$ cat src/rtl/uart_tx_frame.sv
// -----------------------------------------------------------------------------
// uart_tx_frame
//   UART transmitter. Serialises a DATA_WIDTH-bit parallel word into one frame:
//   start bit (0), data bits LSB first, optional parity bit, stop bit (1).
//   One bit is sent per CLK cycle, so CLK runs at the bit rate. The parity bit
//   has the same polarity the UART RX path checks, so a looped-back frame is
//   received without a parity error.
//
// Ports
//   CLK         in   1           bit-rate clock, all logic on posedge
//   RST         in   1           synchronous, active-high reset
//   P_DATA      in   DATA_WIDTH  word to send, sampled only on acceptance
//   Data_Valid  in   1           request to send P_DATA (pulse or level)
//   PAR_EN      in   1           1 = append parity bit, sampled on acceptance
//   PAR_TYP     in   1           0 = even, 1 = odd parity, sampled on acceptance
//   TX_OUT      out  1           serial line, registered, idles high
//   busy        out  1           registered, high while a frame is on the line
//   state_dbg   out  3           current FSM state, for observation only
//
// Handshake: a request is accepted at the posedge where Data_Valid=1 while the
//   FSM is in IDLE (equivalently busy=0 and RST=0). Requests in any other cycle
//   are dropped, not queued. ~busy is therefore the "ready" for the upstream.
// -----------------------------------------------------------------------------
module uart_tx_frame #(
    parameter int DATA_WIDTH = 8
) (
    input  logic                  CLK,
    input  logic                  RST,
    input  logic [DATA_WIDTH-1:0] P_DATA,
    input  logic                  Data_Valid,
    input  logic                  PAR_EN,
    input  logic                  PAR_TYP,
    output logic                  TX_OUT,
    output logic                  busy,
    output logic [2:0]            state_dbg
);

    localparam logic [2:0] IDLE   = 3'd0;
    localparam logic [2:0] START  = 3'd1;
    localparam logic [2:0] DATA   = 3'd2;
    localparam logic [2:0] PARITY = 3'd3;
    localparam logic [2:0] STOP   = 3'd4;

    localparam int CNT_W = (DATA_WIDTH > 1) ? $clog2(DATA_WIDTH) : 1;
    localparam logic [CNT_W-1:0] LAST_BIT = CNT_W'(DATA_WIDTH - 1);

    logic [2:0]            state;
    logic [CNT_W-1:0]      bit_cnt;
    logic [DATA_WIDTH-1:0] data_q;     // shifted right as bits go out
    logic                  par_en_q;
    logic                  par_bit_q;

    assign state_dbg = state;

    // TX_OUT is always loaded with the value for the state being entered, so
    // the line shows a bit in the same cycle the FSM sits in that bit's state.
    always_ff @(posedge CLK) begin
        if (RST) begin
            state     <= IDLE;
            TX_OUT    <= 1'b1;
            busy      <= 1'b0;
            bit_cnt   <= '0;
            data_q    <= '0;
            par_en_q  <= 1'b0;
            par_bit_q <= 1'b0;
        end else begin
            case (state)
                IDLE: begin
                    TX_OUT <= 1'b1;
                    busy   <= 1'b0;
                    if (Data_Valid) begin
                        data_q    <= P_DATA;
                        par_en_q  <= PAR_EN;
                        // even: XOR of the data, odd: its complement
                        par_bit_q <= PAR_TYP ? ~(^P_DATA) : (^P_DATA);
                        bit_cnt   <= '0;
                        state     <= START;
                        TX_OUT    <= 1'b0;
                        busy      <= 1'b1;
                    end
                end
                START: begin
                    TX_OUT  <= data_q[0];
                    data_q  <= data_q >> 1;
                    bit_cnt <= '0;
                    state   <= DATA;
                end
                DATA: begin
                    if (bit_cnt == LAST_BIT) begin
                        if (par_en_q) begin
                            state  <= PARITY;
                            TX_OUT <= par_bit_q;
                        end else begin
                            state  <= STOP;
                            TX_OUT <= 1'b1;
                        end
                    end else begin
                        bit_cnt <= bit_cnt + 1'b1;
                        TX_OUT  <= data_q[0];
                        data_q  <= data_q >> 1;
                    end
                end
                PARITY: begin
                    state  <= STOP;
                    TX_OUT <= 1'b1;
                end
                STOP: begin
                    // busy drops together with the return to IDLE, which
                    // guarantees at least one idle-high cycle between frames
                    state  <= IDLE;
                    TX_OUT <= 1'b1;
                    busy   <= 1'b0;
                end
                default: begin
                    state  <= IDLE;
                    TX_OUT <= 1'b1;
                    busy   <= 1'b0;
                end
            endcase
        end
    end

endmodule
$ cat config.mk
export PLATFORM = sky130hd
export DESIGN_NAME = uart_tx_frame
export DESIGN_NICKNAME = d
export VERILOG_FILES = /design/src/rtl/uart_tx_frame.sv
export SDC_FILE = /design/constraint.sdc
export NUM_CORES = 1
export LEC_CHECK = 0
export ABC_CLOCK_PERIOD_IN_PS = 1700
export CAP_MARGIN = 20
export CORE_UTILIZATION = 30
export DETAILED_ROUTE_END_ITERATION = 12
export MAX_ROUTING_LAYER = met4
export PLACE_DENSITY_LB_ADDON = 0.25
export SLEW_MARGIN = 20
export SYNTH_ARGS = -nofsm -noshare
export SYNTH_HDL_FRONTEND = slang
export SYNTH_SLANG_ARGS = --single-unit
$ cat constraint.sdc
create_clock -name CLK -period 1.7 [get_ports CLK]
set_clock_uncertainty 0.1 [all_clocks]
set_input_delay 0.255 -clock CLK [delete_from_list [all_inputs] [get_ports CLK]]
set_output_delay 0.255 -clock CLK [all_outputs]
set_load 0.02 [all_outputs]
======== Yosys cells after proc, flatten, opt, wreduce, memory -nomap -nowiden ========
Index checks and enable logic that the tools add are counted.
storage, ports and cells
  output and inout bits ................... 5
  logic and storage cells ................. 40
  register bits after elaboration ......... 18
cells by class
  add/sub/neg operators ................... 1
  bitwise operators ....................... 1
  eq/ne operators ......................... 7
  mux-type cells .......................... 17
  reduce and logical (&&, ||, !) cells .... 7
operators with widths
  operator                                                                count
  8-bit case mux with 3 select lines                                      1
  8-bit two-way mux                                                       2
  3-bit two-way mux                                                       5
  3-bit case mux with 4 select lines                                      1
  3-bit case mux with 3 select lines                                      1
  8-bit parity                                                            1
  3-bit by 2-bit equality test with 1-bit output (second input constant)  2
  2-bit inequality test (second input constant)                           3
  1-bit two-way mux                                                       5
  2-bit AND reduction                                                     2
  3-bit by 1-bit adder with 3-bit output (second input constant)          1
  3-bit by 1-bit equality test with 1-bit output (second input constant)  1
  3-bit equality test (second input constant)                             1
  3-bit zero test                                                         1
  1-bit case mux with 3 select lines                                      1
  3-bit AND reduction                                                     1
  3-bit nonzero test                                                      1
  3-bit OR reduction                                                      1
  1-bit case mux with 2 select lines                                      1
  1-bit NOT                                                               1

======== Longest topological paths before layout ========
Gate-level depths: netlist (run 1).
  word-level depth ........................ 3
  depth in mapped cells ................... 7

======== Worst setup path before layout (run 1) ========
Ideal clock, no wire load.
  path kind ............................... reg-to-reg
  start point ............................. register state[2] (netlist: state_dbg[2])
  end point ............................... register TX_OUT
  clock period less this slack ............ 1.880 ns
  path buffers ............................ 1
  path slack .............................. -0.180 ns
  data arrival time ....................... 1.645 ns
  setup time .............................. 0.134 ns
  stages on the path, launching flop included .. 5
  data required time ...................... 1.466 ns
  path through ............................ dfxtp_1 > buf_6 > or4b_4 > nor2b_1 > or4_1
between the ends
  longest elaborated chain between the ends .. 2
  elaborated cells between the ends (all ways) .. 4
  those cells by class .................... 2 x eq/ne; 1 x mux; 1 x reduce/logical
ends and longest elaborated chain
  item                                                                    line  RTL
  start: declaration                                                      47    logic [2:0] state;
  start signal: assignment                                                59    state <= IDLE;
  start signal: assignment                                                77    state <= START;
  start signal: assignment                                                86    state <= DATA;
  3-bit by 2-bit equality test with 1-bit output (tied with other cells)  67    case (state)
  1-bit case mux with 3 select lines (*)                                  67
  end signal: assignment                                                  83    TX_OUT <= data_q[0];
  end signal: assignment                                                  92    TX_OUT <= par_bit_q;
  end signal: assignment                                                  99    TX_OUT <= data_q[0];
  end: declaration                                                        33    output logic TX_OUT,
Every way passes the cells marked *; elsewhere a longest branch is shown, timed or not.
A chain may end at the register's enable or synchronous reset.

======== Worst setup path after layout (run 1) ========
  start point ............................. register bit_cnt[1]
  end point ............................... register bit_cnt[2]
between the ends
  longest elaborated chain between the ends .. 3
  elaborated cells between the ends (all ways) .. 6
  those cells by class .................... 1 x add/sub; 2 x eq/ne; 2 x mux; 1 x reduce/logical
ends and longest elaborated chain
  item                                                                           line    RTL
  start: declaration                                                             48      logic [CNT_W-1:0] bit_cnt;
  start signal: assignment                                                       98      bit_cnt <= bit_cnt + 1'b1;
  3-bit by 1-bit adder with 3-bit output or 3-bit equality test (tied branches)  98, 89
  3-bit two-way mux or 2-bit inequality test (tied branches)                     -
  3-bit case mux with 3 select lines or 3-bit AND reduction (tied branches)      -
Several ways; a longest one is shown, not always the timed one. The select of a mux whose other input is x is not followed.

==> out/metrics.cfg, run 1 <==
[run_status]
outcome=finished, violations left
violations=design-rule violations, negative setup slack

[yosys]
synth.net_count=109
synthCells=94
synth-seq-cells=18
synth_top_cells_by_area=dfxtp_1, mux2i_1, a211oi_1
synth_cell_types=32
syn_area_per_cell_sq_um=9.77
ys_warn_count=0
seq_area_frac_synth_pct=39.2
synth_top_area_share_pct=39.2
synth_top_area_cell=dfxtp_1
syn_area_sq_um=918

[timing]
finalCritPeriodShare_pct=107
setup_viol=11
fmax_mhz=550
hold_viol=0
rsz0062_at_grt=yes
whs_ns=0.378
fin_ws_ns=-0.117
fin_crit_ns=1.82
slew_viol_final=0
worstMarginPinSlew_ns=0.503
slew_headroom_pct=66.2

[grt]
grt_max_degree=18
grt_pass1_wl_um=3520
overflow=0
grt_pass1_vias=838
grt_antenna_before_repair=0
grt_use_total_pct=14.0

[clocking]
insertion_delay_ns=0.28
cts_buffers=3
cts.clk_slew.worst_paths_ns=0.11
clkSinkCount=18
cts_tree=built
cts_root_buf=clkbuf_4
cts-hold-fix-buffers=0
clk_path_buf_depth=2
cts_htree_levels=1

[die]
die_h_um=57.3
io_pins=18
start_util_pct=32.5
std_cell_rows=19
coreArea_sq_mm=0.00283
dieArea_sq_mm=0.00329
die_w_um=57.3

[cells_and_area]
synthToLayoutAreaGrowth_pct=48.8
nNetsFinal=144
antenna_cells=0
fin_area_sq_mm=0.00137
layout-drive-gt1-share_pct=31.5

[setup_path]
path_max_fanout=4
cp.arrival_ns=1.90
r2r_start=bit_cnt[1]
end_kind=flip-flop
setup.worst_path.class=reg2reg
ff2ff_path_depth=7
crit_start=bit_cnt[1]
cp.required_ns=1.78
cp-start-kind=flip-flop

[placement]
gp_congestion=0.744
port_buffers=17
place_area_sq_mm=0.00124
dpl.hpwl_um=1370

[route]
finalWirelength_um=1940
via_per_inst=4.97
wire_per_inst_um=12.3
firstDrtPassIters=8
drc_errors=2
ant_nets=0
vias=786
drtIter0Drc=5

[flow_run]
maxCapViolCount=0

[power_and_ir_drop]
p_per_area_mw_per_mm2=766
vdd_drop_max_v=0.000323
p_leak_nw=0.559

[worst_hold_path]
worst_hold_path_type=reg2reg
hp-start=data_q[7]
worstHoldPathCells=2

-- flip-flops by register name (all words and copies together), names as in the netlist --
register / flops
par_en_q: 1
data_q: 8
par_bit_q: 1
TX_OUT: 1
bit_cnt: 3
state_dbg: 3
busy: 1
-- layout make-up --
class / count / area [sq um]
tap: 31 / 38.8
inverter: 1 / 3.75
clock buffer: 3 / 22.5
sequential: 18 / 367
multi-input combinational: 71 / 596
fill: 282 / 1460
timing repair buffer: 34 / 339
-- worst max-delay path: stages (launching register included) --
cell and delay [ns]:
dfxtp_2 0.35, ha_4 0.16, ha_4 0.15, or3b_4 0.39
buf_6 0.13, a21o_4 0.22, a22oi_2 0.15, nor2_1 0.06
-- through the flow --
| stage | power (W) | TNS [ns] | utilization, % | setup WS (ns) | cells |
|---|---|---|---|---|---|
| after floorplan | 0.000670 | -0.285 | - | -0.137 | 94 |
| after global placement | 0.000778 | -1.06 | 44.0 | -0.341 | 151 |
| after detailed placement | 0.000784 | -1.35 | 44.0 | -0.351 | 151 |
| after CTS | 0.00104 | -1.22 | 46.6 | -0.129 | 157 |
| after global routing | 0.00111 | -1.64 | 48.3 | -0.173 | 158 |
| final | 0.00105 | -1.04 | 48.3 | -0.117 | 158 |
-- worst paths after layout --
kind                     end  slack [ns]
setup reg to reg  bit_cnt[2]       -0.12
setup / recovery  bit_cnt[2]       -0.12
hold / removal     data_q[7]        0.38
hold reg to reg    data_q[7]        0.38
-- placed cells by master (no fill, tap or decap), types with 4 or more instances in the layout --
| cell | count |
|---|---|
| nor2_1 | 11 |
| clkdlybuf4s50_1 | 13 |
| mux2i_1 | 10 |
| dfxtp_1 | 13 |
| dlygate4sd2_1 | 4 |
| dfxtp_2 | 5 |
| buf_4 | 13 |
| a211oi_1 | 4 |
-- synth_stat cells (all sizes together) --
| master | n |
|---|---|
| dfxtp | 18 |
| nor2 | 14 |
| mux2i | 10 |
| a211oi | 7 |
| a21oi | 4 |
| nand2b | 3 |
| nand3b | 3 |
| nor2b | 3 |
| nor3 | 3 |
| xnor2 | 3 |
| a22oi | 2 |
| buf | 2 |
| clkbuf | 2 |
| ha | 2 |
| nand2 | 2 |
| o21ai | 2 |
| xor2 | 2 |
| a21o | 1 |
| a31oi | 1 |
| and2 | 1 |
| inv | 1 |
| nor4 | 1 |
| o211a | 1 |
| o211ai | 1 |
| o21bai | 1 |
| or3b | 1 |
| or4 | 1 |
| or4b | 1 |
| xnor3 | 1 |
-- power by group --
part | switching (W) | internal, W | leakage [nW] | total (W)
Clock | 0.000132 | 0.0000823 | 0.0138 | 0.000215
Sequential | 0.0000225 | 0.000463 | 0.151 | 0.000486
Combinational | 0.000146 | 0.000200 | 0.394 | 0.000346
Total | 0.000300 | 0.000746 | 0.559 | 0.00105
-- routing by layer --
| metal | GRT usage, % | wire (um) | up-vias |
|---|---|---|---|
| met5 | - | 0 | - |
| met4 | 4.18 | 8 | 0 |
| met3 | 2.27 | 58 | 2 |
| met2 | 24.5 | 926 | 9 |
| met1 | 16.5 | 949 | 372 |
| li1 | - | - | 403 |
-- cell families (layout without fill, tap and decap cells) --
logic type,after synthesis,after routing,share of synthesized area (%)
XOR/XNOR,6,6,7.22
AND/OR/NAND/NOR,33,33,19.3
adder cells (fa/ha/maj),2,2,2.72
buffers and inverters,5,38,3.27
flip-flops,18,18,39.2
multiplexers,10,10,10.9
AO/OA/AOI/OAI,20,20,17.3
-- timing repair --
item | CTS | global route
endpoints found under the setup margin | 14 | 12
gates resized for setup | 9 | 8
setup buffers | 2 | 1
pin swaps | 14 | 2
gates cloned | 1 | 0
Note: power is estimated with default switching activity, not from simulation.
==> inputs of run 2 (changes only) <==
- GPL_TIMING_DRIVEN: not set -> 0
==> run 2 against run 1 <==
Net effect: the run still ends with design-rule violations, negative setup slack left; register-to-register slack about the same; utilization shrank 2.6 points; clock-buffer cell count did not move; hold slack got worse by 0.14 ns; critical path type unchanged; maximum frequency fell by 0.34%; cell area down 5.3%; routed wire length is 1.6% higher; worst setup slack lost 0.0063 ns; cell count shrank 3.2%; sequential share of layout area is 1.7 points higher; die area did not move.
==> out/metrics.cfg, run 2 (synthesis gave the netlist of run 1 again) <==
[clocking]
cts-hold-fix-buffers=0
cts.clk_slew.worst_paths_ns=0.10
insertion_delay_ns=0.30
clkSinkCount=18
cts_htree_levels=1
cts_tree=built
clk_path_buf_depth=2
cts_root_buf=clkbuf_4
cts_buffers=3

[cells_and_area]
fin_util_pct=45.7
layout-drive-gt1-share_pct=27.0
nFillCells=276
antenna_cells=0
nNetsFinal=139
final_cells=153
synthToLayoutAreaGrowth_pct=40.9
largest_reg_flops=8
fin_area_sq_mm=0.00129
mostFrequentLayoutCells=dfxtp_1, clkdlybuf4s50_1, nor2_1, mux2i_1, buf_4
largest_register=data_q

[run_status]
violations=design-rule violations, negative setup slack
outcome=finished, violations left

[die]
io_pins=18
coreArea_sq_mm=0.00283
start_util_pct=32.5
std_cell_rows=19
die_w_um=57.3
die_h_um=57.3
dieArea_sq_mm=0.00329

[timing]
fin_crit_ns=1.82
fmax_mhz=548
hold_viol=0
slew_headroom_pct=65.3
setup_tns_ns=-0.942
finalCritPeriodShare_pct=107
worstMarginPinSlew_ns=0.521
fin_ws_ns=-0.124
rsz0062_at_grt=yes
slew_viol_final=0
setup_viol=12

[grt]
grt_max_degree=11
grt_pass1_vias=747
overflow=0
grt_use_total_pct=13.8
grt_pass1_wl_um=3330
grt_antenna_before_repair=0

[placement]
dp_cells=141
place_area_sq_mm=0.00115
dp_slack_ns=-0.481
port_buffers=16
gp_congestion=0.701
dpl.hpwl_um=1330

[route]
drtIter0Drc=17
vias=770
ant_nets=0
finalWirelength_um=1980
wire_per_inst_um=12.9
drc_errors=2
via_per_inst=5.03
firstDrtPassIters=8

[power_and_ir_drop]
power.share.clock_pct=21.9
vdd_drop_max_v=0.000523
p_seq_share_pct=48.7
p_leak_nw=0.541
p_per_area_mw_per_mm2=780
combPwrFrac_pct=29.4
p_int_w=0.000709
switchingPower_w=0.000300
switching_share_pct=29.7

[setup_path]
cp-start-kind=flip-flop
setup.worst_path.class=reg2reg
cp.arrival_ns=1.89
cp.required_ns=1.77
end_kind=flip-flop
path_max_fanout=6

[flow_run]
maxCapViolCount=0

[worst_hold_path]
worst_hold_path_type=in2reg

-- run 2: through the flow --
step / hold slack, ns / power, W
floorplan: 0.299 / 0.000670
global placement: 0.354 / 0.000745
detailed placement: 0.348 / 0.000750
CTS: 0.258 / 0.00101
global route: 0.255 / 0.00107
finish: 0.241 / 0.00101
-- run 2: critical path, cell delays in order (launching register included) --
cell      delay (ns)
dfxtp_2         0.35
ha_4            0.16
ha_4            0.15
or3b_4          0.40
a21oi_4         0.24
buf_6           0.16
buf_6           0.09
a211oi_1        0.05
-- run 2: area by class of cell --
type	instances	area (sq um)	share of cell area, %
buffer	4	30.0	2.32
clock buffer	3	22.5	1.74
inverter	1	3.75	0.290
multi-input combinational	71	591	45.6
sequential	18	369	28.5
tap	31	38.8	3.00
timing repair buffer	25	239	18.5
-- run 2: per-layer routing --
layer  vias to the layer above  wire length, um  GRT usage [%]
li1                        400                -              -
met1                       357              954           17.1
met2                        13              936           21.2
met3                         0               84           4.99
met4                         0                0           4.18
met5                         -                0              -
-- run 2: path summary, 6_finish.rpt --
check        cells after the start       start  slack (ns)         to
max reg2reg                      7  bit_cnt[0]       -0.12  data_q[5]
min reg2reg                      2   data_q[7]        0.37  data_q[7]
max                              7  bit_cnt[0]       -0.12  data_q[5]
min                              3  Data_Valid        0.24       busy
-- run 2: power groups by stage --
stage	combinational, W	clock (W)	sequential (W)
after detailed placement	0.000252	0	0.000499
after global placement	0.000247	0	0.000498
after CTS	0.000285	0.000230	0.000490
final	0.000297	0.000221	0.000491
after floorplan	0.000166	0	0.000504
after global routing	0.000323	0.000251	0.000496
-- run 2: what timing repair did --
item | in CTS | in global routing
setup buffers | 7 | 1
gates resized for setup | 6 | 11
cloned | 1 | 0
endpoints found under the setup margin | 14 | 14
pin swaps | 14 | 4
==> inputs of run 3 (changes only) <==
- HOLD_SLACK_MARGIN: not set -> 0.06
- TNS_END_PERCENT: not set -> 1
==> run 3 against run 2 <==
Net effect: the flow still finishes with violations (design-rule violations, negative setup slack); routed wire length decreased by 2.8%; sequential power about the same; maximum frequency grew 2.7%; via count rose by 2.7%; highest routed layer is now met4.
==> out/metrics.cfg, run 3 (synthesis gave the netlist of run 1 again) <==
[route]
via_per_inst=5.14
firstDrtPassIters=8
vias=791
finalWirelength_um=1920
drc_errors=4
ant_nets=0
drtIter0Drc=30
wire_per_inst_um=12.5

[timing]
fin_ws_ns=-0.0761
fmax_mhz=563
hold_viol=0
slew_headroom_pct=67.6
finalCritPeriodShare_pct=104
fin_crit_ns=1.78
setup_viol=11
rsz0062_at_grt=yes
slew_viol_final=0
worstMarginPinSlew_ns=0.486

[run_status]
outcome=finished, violations left
violations=design-rule violations, negative setup slack

[die]
dieArea_sq_mm=0.00329
std_cell_rows=19
io_pins=18
start_util_pct=32.5
die_h_um=57.3
coreArea_sq_mm=0.00283
die_w_um=57.3

[placement]
place_area_sq_mm=0.00113
port_buffers=16
dpl.hpwl_um=1290
dp_slack_ns=-0.474
dp_cells=141
gp_congestion=0.710

[clocking]
cts.clk_slew.worst_paths_ns=0.11
insertion_delay_ns=0.30
cts-hold-fix-buffers=0
cts_htree_levels=1
cts_root_buf=clkbuf_4
cts_buffers=3
clkSinkCount=18
cts_tree=built
clk_path_buf_depth=2

[grt]
grt_antenna_before_repair=0
grt_max_degree=11
grt_use_total_pct=13.2
overflow=0
grt_pass1_wl_um=3240
grt_pass1_vias=756

[power_and_ir_drop]
p_int_w=0.000754
p_seq_share_pct=46.6
vdd_drop_max_v=0.000351
switching_share_pct=28.2
p_leak_nw=0.524
switchingPower_w=0.000297
combPwrFrac_pct=27.5
power.share.clock_pct=25.9
p_per_area_mw_per_mm2=824

[cells_and_area]
largest_register=data_q
mostFrequentLayoutCell=nor2_1
synthToLayoutAreaGrowth_pct=39.0
nNetsFinal=139
layout-drive-gt1-share_pct=22.8
mostFrequentLayoutCells=nor2_1, dfxtp_1, clkdlybuf4s50_1, mux2i_1, buf_4
antenna_cells=0
fin_area_sq_mm=0.00128
nFillCells=283
final_cells=154
fin_util_pct=45.1
largest_reg_flops=8

[worst_hold_path]
hp-start=Data_Valid
worst_hold_path_type=in2reg

[setup_path]
worst_path_max_delay_cell=or3b_4
crit_chain=ha_4 -> ha_4 -> or3b_4 -> a21oi_4 -> buf_6 -> nor2_1 -> a211oi_1
cp_slowest_stage_delay_ns=0.42
cp-start-kind=flip-flop
cp_num_buf_inv=1
cp.required_ns=1.82
setup.worst_path.class=reg2reg
path_max_fanout=7
cp.arrival_ns=1.90
cp_top_family=simple AND/OR/NAND/NOR gates
crit_start=bit_cnt[0]
cp_common_cell=ha_4
r2r_start=bit_cnt[0]
end_kind=flip-flop

[flow_run]
maxCapViolCount=0

-- run 3: area by class of cell --
class | instances | area, sq um | area share [%]
Buffer | 4 | 30.0 | 2.35
Clock buffer | 4 | 36.3 | 2.84
Inverter | 1 | 3.75 | 0.294
Multi-Input combinational cell | 71 | 566 | 44.3
Sequential cell | 18 | 367 | 28.7
Tap cell | 31 | 38.8 | 3.04
Timing Repair Buffer | 25 | 235 | 18.4
-- run 3: layer usage --
metal  GRT usage, %  up-vias  share of wire (%)
li1               -      400                  -
met1           14.9      371                 47
met2           22.2       18                 48
met3           4.99        2                4.9
met4           3.14        0               0.68
met5              -        -                  0
-- run 3: what timing repair did --
item | CTS | global route
buffers inserted | 9 | 0
pin swaps | 14 | 4
setup endpoints to repair | 14 | 13
resized for setup | 11 | 3
-- run 3: worst paths after layout --
check                           cells after the start   endpoint  slack, ns
worst min-delay path                                3       busy       0.23
worst max register to register                      7  data_q[6]      -0.08
worst max-delay path                                7  data_q[6]      -0.08
worst min register to register                      2  data_q[7]       0.38
-- run 3: worst reg2reg max path: cells and delay by family, from the launching register on --
family | cells | cell delay, ns
fa+ha+maj | 2 | 0.31
flops | 1 | 0.35
simple gates | 2 | 0.46
buf+inv | 1 | 0.14
compound gates | 2 | 0.33
-- run 3: power groups by stage --
stage	sequential, W	clock (W)	combinational, W
2_1_floorplan	0.000503	0	0.000166
3_3_place_gp	0.000497	0	0.000248
3_5_place_dp	0.000498	0	0.000252
4_1_cts	0.000489	0.000282	0.000284
5_1_grt	0.000496	0.000306	0.000314
6_report	0.000490	0.000272	0.000289
-- run 3: through the flow --
step / total power, W / hold slack (ns) / TNS [ns]
after floorplan: 0.000669 / 0.299 / -0.668
after global placement: 0.000745 / 0.349 / -2.51
after detailed placement: 0.000750 / 0.351 / -2.61
after CTS: 0.00105 / 0.279 / -0.936
after global routing: 0.00112 / 0.246 / -1.27
final: 0.00105 / 0.235 / -0.619
